<file path="src/rtl/alu_issue_stage.sv">
`default_nettype none
// +--------------------------------------------------------------------------+
// | alu_issue_stage: ID/EX register that decodes a MIPS instruction into the |
// | ALU operation/operands plus EX control; optional counters under macro    |
// | ALU_ISSUE_COUNT_EN.                                                      |
// | Revision: 1.0                                                            |
// +--------------------------------------------------------------------------+
module alu_issue_stage #(
    parameter int N = 32
) (
    input  logic         clk,
    input  logic         reset,
    input  logic         in_valid,
    input  logic [31:0]  instr,
    input  logic [N-1:0] rs_data,
    input  logic [N-1:0] rt_data,
    input  logic         stall,
    input  logic         flush,
    output logic         out_valid,
    output logic [5:0]   alu_operation,
    output logic [N-1:0] alu_input1,
    output logic [N-1:0] alu_input2,
    output logic [4:0]   dest_reg,
    output logic         reg_write,
    output logic         mem_read,
    output logic         mem_write,
    output logic         branch,
    output logic [N-1:0] store_data,
    output logic         illegal,
    output logic [31:0]  issue_count,
    output logic [31:0]  bubble_count
);

    localparam logic [5:0] c_OP_RTYPE = 6'b000000;
    localparam logic [5:0] c_OP_BEQ   = 6'b000100;
    localparam logic [5:0] c_OP_ADDI  = 6'b001000;
    localparam logic [5:0] c_OP_ADDIU = 6'b001001;
    localparam logic [5:0] c_OP_ANDI  = 6'b001100;
    localparam logic [5:0] c_OP_ORI   = 6'b001101;
    localparam logic [5:0] c_OP_XORI  = 6'b001110;
    localparam logic [5:0] c_OP_LUI   = 6'b001111;
    localparam logic [5:0] c_OP_LW    = 6'b100011;
    localparam logic [5:0] c_OP_SW    = 6'b101011;

    localparam logic [5:0] c_FN_SRL = 6'b000010;
    localparam logic [5:0] c_FN_SRA = 6'b000011;
    localparam logic [5:0] c_FN_ADD = 6'b100000;
    localparam logic [5:0] c_FN_SUB = 6'b100010;
    localparam logic [5:0] c_FN_AND = 6'b100100;
    localparam logic [5:0] c_FN_OR  = 6'b100101;
    localparam logic [5:0] c_FN_XOR = 6'b100110;
    localparam logic [5:0] c_FN_NOR = 6'b100111;

    logic [5:0]   w_opcode, w_funct;
    logic [4:0]   w_rt, w_rd, w_shamt;
    logic [15:0]  w_imm;
    logic [N-1:0] w_se, w_ze, w_lui, w_sh;

    assign w_opcode = instr[31:26];
    assign w_rt     = instr[20:16];
    assign w_rd     = instr[15:11];
    assign w_shamt  = instr[10:6];
    assign w_funct  = instr[5:0];
    assign w_imm    = instr[15:0];
    assign w_se     = N'($signed(w_imm));
    assign w_ze     = N'(w_imm);
    assign w_lui    = N'({w_imm, 16'h0000});
    assign w_sh     = N'(w_shamt);

    logic         w_ok, w_ill, w_rw, w_mr, w_mw, w_br;
    logic [5:0]   w_op;
    logic [N-1:0] w_in1, w_in2;
    logic [4:0]   w_dest;

    always_comb begin
        w_ok   = 1'b0;
        w_ill  = 1'b0;
        w_rw   = 1'b0;
        w_mr   = 1'b0;
        w_mw   = 1'b0;
        w_br   = 1'b0;
        w_op   = 6'b000000;
        w_in1  = rs_data;
        w_in2  = '0;
        w_dest = w_rt;
        // An all-zero word is the canonical NOP: a bubble, but not illegal.
        if (in_valid && (instr != 32'h0000_0000)) begin
            w_ok = 1'b1;
            w_rw = 1'b1;
            case (w_opcode)
                c_OP_RTYPE: begin
                    w_op   = w_funct;
                    w_dest = w_rd;
                    case (w_funct)
                        c_FN_ADD, c_FN_SUB, c_FN_AND,
                        c_FN_OR, c_FN_XOR, c_FN_NOR: w_in2 = rt_data;
                        c_FN_SRL, c_FN_SRA: begin
                            w_in1 = rt_data;
                            w_in2 = w_sh;
                        end
                        default: w_ok = 1'b0;
                    endcase
                end
                c_OP_ADDI, c_OP_ADDIU: begin w_op = c_FN_ADD; w_in2 = w_se; end
                c_OP_ANDI: begin w_op = c_FN_AND; w_in2 = w_ze; end
                c_OP_ORI:  begin w_op = c_FN_OR;  w_in2 = w_ze; end
                c_OP_XORI: begin w_op = c_FN_XOR; w_in2 = w_ze; end
                c_OP_LUI: begin
                    w_op  = c_FN_OR;
                    w_in1 = '0;
                    w_in2 = w_lui;
                end
                c_OP_LW: begin w_op = c_FN_ADD; w_in2 = w_se; w_mr = 1'b1; end
                c_OP_SW: begin
                    w_op = c_FN_ADD;
                    w_in2 = w_se;
                    w_mw = 1'b1;
                    w_rw = 1'b0;
                end
                c_OP_BEQ: begin
                    w_op  = c_FN_SUB;
                    w_in2 = rt_data;
                    w_br  = 1'b1;
                    w_rw  = 1'b0;
                end
                default: w_ok = 1'b0;
            endcase
            w_ill = ~w_ok;
        end
    end

    logic         w_load;
    logic         r_valid, r_rw, r_mr, r_mw, r_br, r_ill;
    logic [5:0]   r_op;
    logic [N-1:0] r_in1, r_in2, r_sd;
    logic [4:0]   r_dest;

    assign w_load = ~stall & ~flush;

    always_ff @(posedge clk) begin
        if (reset || flush || (w_load && !w_ok)) begin
            r_valid <= 1'b0;
            r_op    <= 6'b000000;
            r_in1   <= '0;
            r_in2   <= '0;
            r_dest  <= 5'd0;
            r_rw    <= 1'b0;
            r_mr    <= 1'b0;
            r_mw    <= 1'b0;
            r_br    <= 1'b0;
            r_sd    <= '0;
            r_ill   <= (reset || flush) ? 1'b0 : w_ill;
        end else if (stall) begin
            // Hold everything; drop illegal so it stays a one-cycle pulse.
            r_ill <= 1'b0;
        end else begin
            r_valid <= 1'b1;
            r_op    <= w_op;
            r_in1   <= w_in1;
            r_in2   <= w_in2;
            r_dest  <= w_dest;
            r_rw    <= w_rw && (w_dest != 5'd0);
            r_mr    <= w_mr;
            r_mw    <= w_mw;
            r_br    <= w_br;
            r_sd    <= rt_data;
            r_ill   <= 1'b0;
        end
    end

    assign out_valid     = r_valid;
    assign alu_operation = r_op;
    assign alu_input1    = r_in1;
    assign alu_input2    = r_in2;
    assign dest_reg      = r_dest;
    assign reg_write     = r_rw;
    assign mem_read      = r_mr;
    assign mem_write     = r_mw;
    assign branch        = r_br;
    assign store_data    = r_sd;
    assign illegal       = r_ill;

`ifdef ALU_ISSUE_COUNT_EN
    logic [31:0] r_issue_cnt, r_bubble_cnt;

    always_ff @(posedge clk) begin
        if (reset) begin
            r_issue_cnt  <= 32'd0;
            r_bubble_cnt <= 32'd0;
        end else if (flush || (w_load && !w_ok)) begin
            r_bubble_cnt <= r_bubble_cnt + 32'd1;
        end else if (w_load) begin
            r_issue_cnt <= r_issue_cnt + 32'd1;
        end
    end

    assign issue_count  = r_issue_cnt;
    assign bubble_count = r_bubble_cnt;
`else
    assign issue_count  = 32'd0;
    assign bubble_count = 32'd0;
`endif

endmodule
`default_nettype wire

</file>
<file path="config.mk">
export PLATFORM = sky130hd
export DESIGN_NAME = alu_issue_stage
export DESIGN_NICKNAME = d
export VERILOG_FILES = /design/src/rtl/alu_issue_stage.sv
export SDC_FILE = /design/constraint.sdc
export NUM_CORES = 1
export LEC_CHECK = 0
export CAP_MARGIN = 20
export CORE_AREA = 2 2 108 110
export CTS_CLUSTER_SIZE = 20
export DETAILED_ROUTE_END_ITERATION = 8
export DIE_AREA = 0 0 110 112
export DONT_BUFFER_PORTS = 1
export SYNTH_ARGS = -nofsm -noshare
export SYNTH_HDL_FRONTEND = slang
export SYNTH_SLANG_ARGS = --single-unit
</file>
<file path="constraint.sdc">
create_clock -name clk -period 2.32 [get_ports clk]
set_clock_uncertainty 0.1 [all_clocks]
set_input_delay 0.348 -clock clk [delete_from_list [all_inputs] [get_ports clk]]
set_output_delay 0.348 -clock clk [all_outputs]
set_load 0.03 [all_outputs]
</file>
==> metrics.cfg <==
[detailed_routing]
drtPass1Iterations=5
top_layer=met4
wl_met1_um=6770
avgRoutedWirePerCell_um=22.1
first_iter_violations=546
wl_um=17300
viasPerCell=6.08
wl_met2_um=8250
vias=4764
drcViolationCount=0
wl_met3_um=1820
postRouteAntennaNets=0

[yosys]
yosysMostFrequentCell=dfxtp_1
yosysSeqAreaShare_pct=41.4
yosys-top-cells-area=dfxtp_1 41%, buf_4 9.2%, a221oi_1 7.8%
synth_warnings=0
synth_top_area_share_pct=41.4
syn_area_mm2=0.00547
netlist_instances=618
synth_common_cells=113 x dfxtp_1, 91 x nor2_1, 67 x buf_4
yosys_register_bits=113
synth-edff-count=0
synthFlopType=dfxtp_1
synth_area_per_cell_um2=8.85
synthArstFlopShare_pct=0
post_synth_num_cell_types=45
yosys.area.top_type=dfxtp_1

[power_and_ir_drop]
combPwrFrac_pct=8.1
seq_power_share_pct=38.9
power_density_mw_per_mm2=831
clkPwrFrac_pct=53.0
vdd_ir_drop_max_v=0.000406
netSwitchingPower_w=0.00123
swShare_pct=23.5
intPower_w=0.00400
p_leak_nw=2.33

[final_layout]
area_growth_pct=15.0
drive_gt1_share_pct=9.22
fin_nets=728
num_antenna_cells=0
final_area_mm2=0.00629

[grt]
track_usage_pct=27.4
grt_overflow=0
grt_max_degree=145
grt_pass1_wl_um=25300
grt_pass1_vias=4544
antenna_found_initial=0

[critical_path]
start_kind=primary input
slowest_delay_ns=0.53
cp-end-kind=flip-flop
cp_data_arrival_time_ns=2.14
timing.critical_path.buf_inv=0
worst-path-max-fanout=14
crit_family=simple AND/OR/NAND/NOR gates
critPathKind=primary input to flip-flop
required_ns=2.51
cp_slowest_cell=o41a_2
crit_chain=nor4_1 > nand4_1 > o41a_2 > and3b_1 > a32oi_1 > nor2_1

[clock_network]
htreeDepth=4
clk_latency_ns=0.40
clk_path_buf_depth=2
cts_sinks=113
cts-root-buf=clkbuf_16
path_clk_slew_ns=0.05
cts_tree=done
post_cts_buffers=0
numCtsBuffers=17

[timing]
tightest_slew_ns=0.631
finalSetupViolCount=0
final-hold-violation-count=0
fin_crit_sh_pct=84.2
slew_viol_final=0
fmax_mhz=512
layout_setup_ws_ns=0.367
maxSlewHeadroom_pct=57.9
rsz0062_at_grt=no
timing.final.crit_period_ns=1.95
fin_hold_ws_ns=0.0103

[outcome]
status=finished, final reports clean

[die]
dieArea_mm2=0.0123
die_w_um=110
rows=39
fp.coreArea_mm2=0.0112
die_y_um=112
io_pins=278
initial_core_util_pct=49.0

[job]
cap_violations=0

[hold_path]
min_path_type=primary input to flip-flop

[placement]
routabilityCongestion=0.963
portBuffers=0
detailed_place_hpwl_um=11700
post-place-ws_ns=-0.0325
place_area_mm2=0.00535

layout by cell type (no fill, tap or decap), types with 2 or more instances in the layout:
cell           instances
dlygate4sd3_1         31
dfxtp_1              113
and3_1                 3
a21oi_1               39
buf_12                 5
clkinv_2               4
bufinv_16              4
clkbuf_8               3
a32oi_1                3
inv_1                  3
nor3_1                38
nand2_1               19
o21a_1                 2
nand2b_1               4
nand4b_1               2
a311oi_2               3
a22oi_1               18
nand3_1                4
nor2b_1                2
a21boi_0               2
a222oi_1               5
a221oi_1              49
buf_4                 13
clkbuf_16             17
nand4_1                2
clkbuf_1               2
mux2i_1               32
and2_1                 2
a2bb2oi_1             20
o21ai_0                4
a22o_1                12
nor4_1                 5
conb_1                64
a21o_1                 3
nor2_1                90
cells by family after synthesis:
kind of cell / share of synthesized area [%]
other: 0.0686
buffers and inverters: 14.1
flip-flops: 41.4
multiplexers: 5.86
AND/OR/NAND/NOR: 15.2
AO/OA/AOI/OAI: 23.4
metal layers:
metal  track usage (%)  vias to the layer above
met4              10.3                        0
met2              43.5                      251
met3              10.9                       39
met5                 0                        -
met1              33.0                     2307
li1                  -                     2167
worst paths after layout:
check                                       from          endpoint  slack, ns  cells after the start
worst min register to register  alu_operation[4]  alu_operation[4]       0.52                      2
worst max register to register     alu_input1[2]     alu_input1[2]       1.27                      2
worst max-delay path                    instr[9]  alu_operation[1]       0.37                      6
worst min-delay path                  rt_data[0]     store_data[0]       0.01                      2
cell type report:
cell class              instances  area (µm²)
clock buffers                  22         474
clock inverters                10         156
fillers                      1018        4890
inverters                       3        11.3
multi-input cells             443        2700
flip-flops and latches        113        2260
well taps                     143         179
repair buffers                 49         508
worst register-to-register path: stages, from the launching register on:
cell and delay, ns:
dfxtp_1 0.50, a21oi_1 0.15, nor3_1 0.21
power by group through the flow:
stage	Sequential [W]	Clock, W	Combinational, W
floorplan	0.00207	0	0.000461
global placement	0.00207	0	0.000369
detailed placement	0.00207	0	0.000374
CTS	0.00203	0.00280	0.000415
global route	0.00203	0.00288	0.000459
finish	0.00203	0.00277	0.000423
stage by stage:
stage / utilization, % / TNS [ns] / total power [W] / instances
3_5_place_dp: 47.9 / -0.0443 / 0.00245 / 720
6_report: 56.3 / 0 / 0.00522 / 783
4_1_cts: 56.1 / 0 / 0.00525 / 781
2_1_floorplan: - / 0 / 0.00253 / 681
5_1_grt: 56.3 / 0 / 0.00538 / 783
3_3_place_gp: 47.9 / -0.0451 / 0.00244 / 720
repair_timing:
item,4_1_cts,5_1_grt
hold buffers,29,2
endpoints found under the hold margin,29,1
gates resized for setup,0,0
Power figures use the tool's default switching activity.
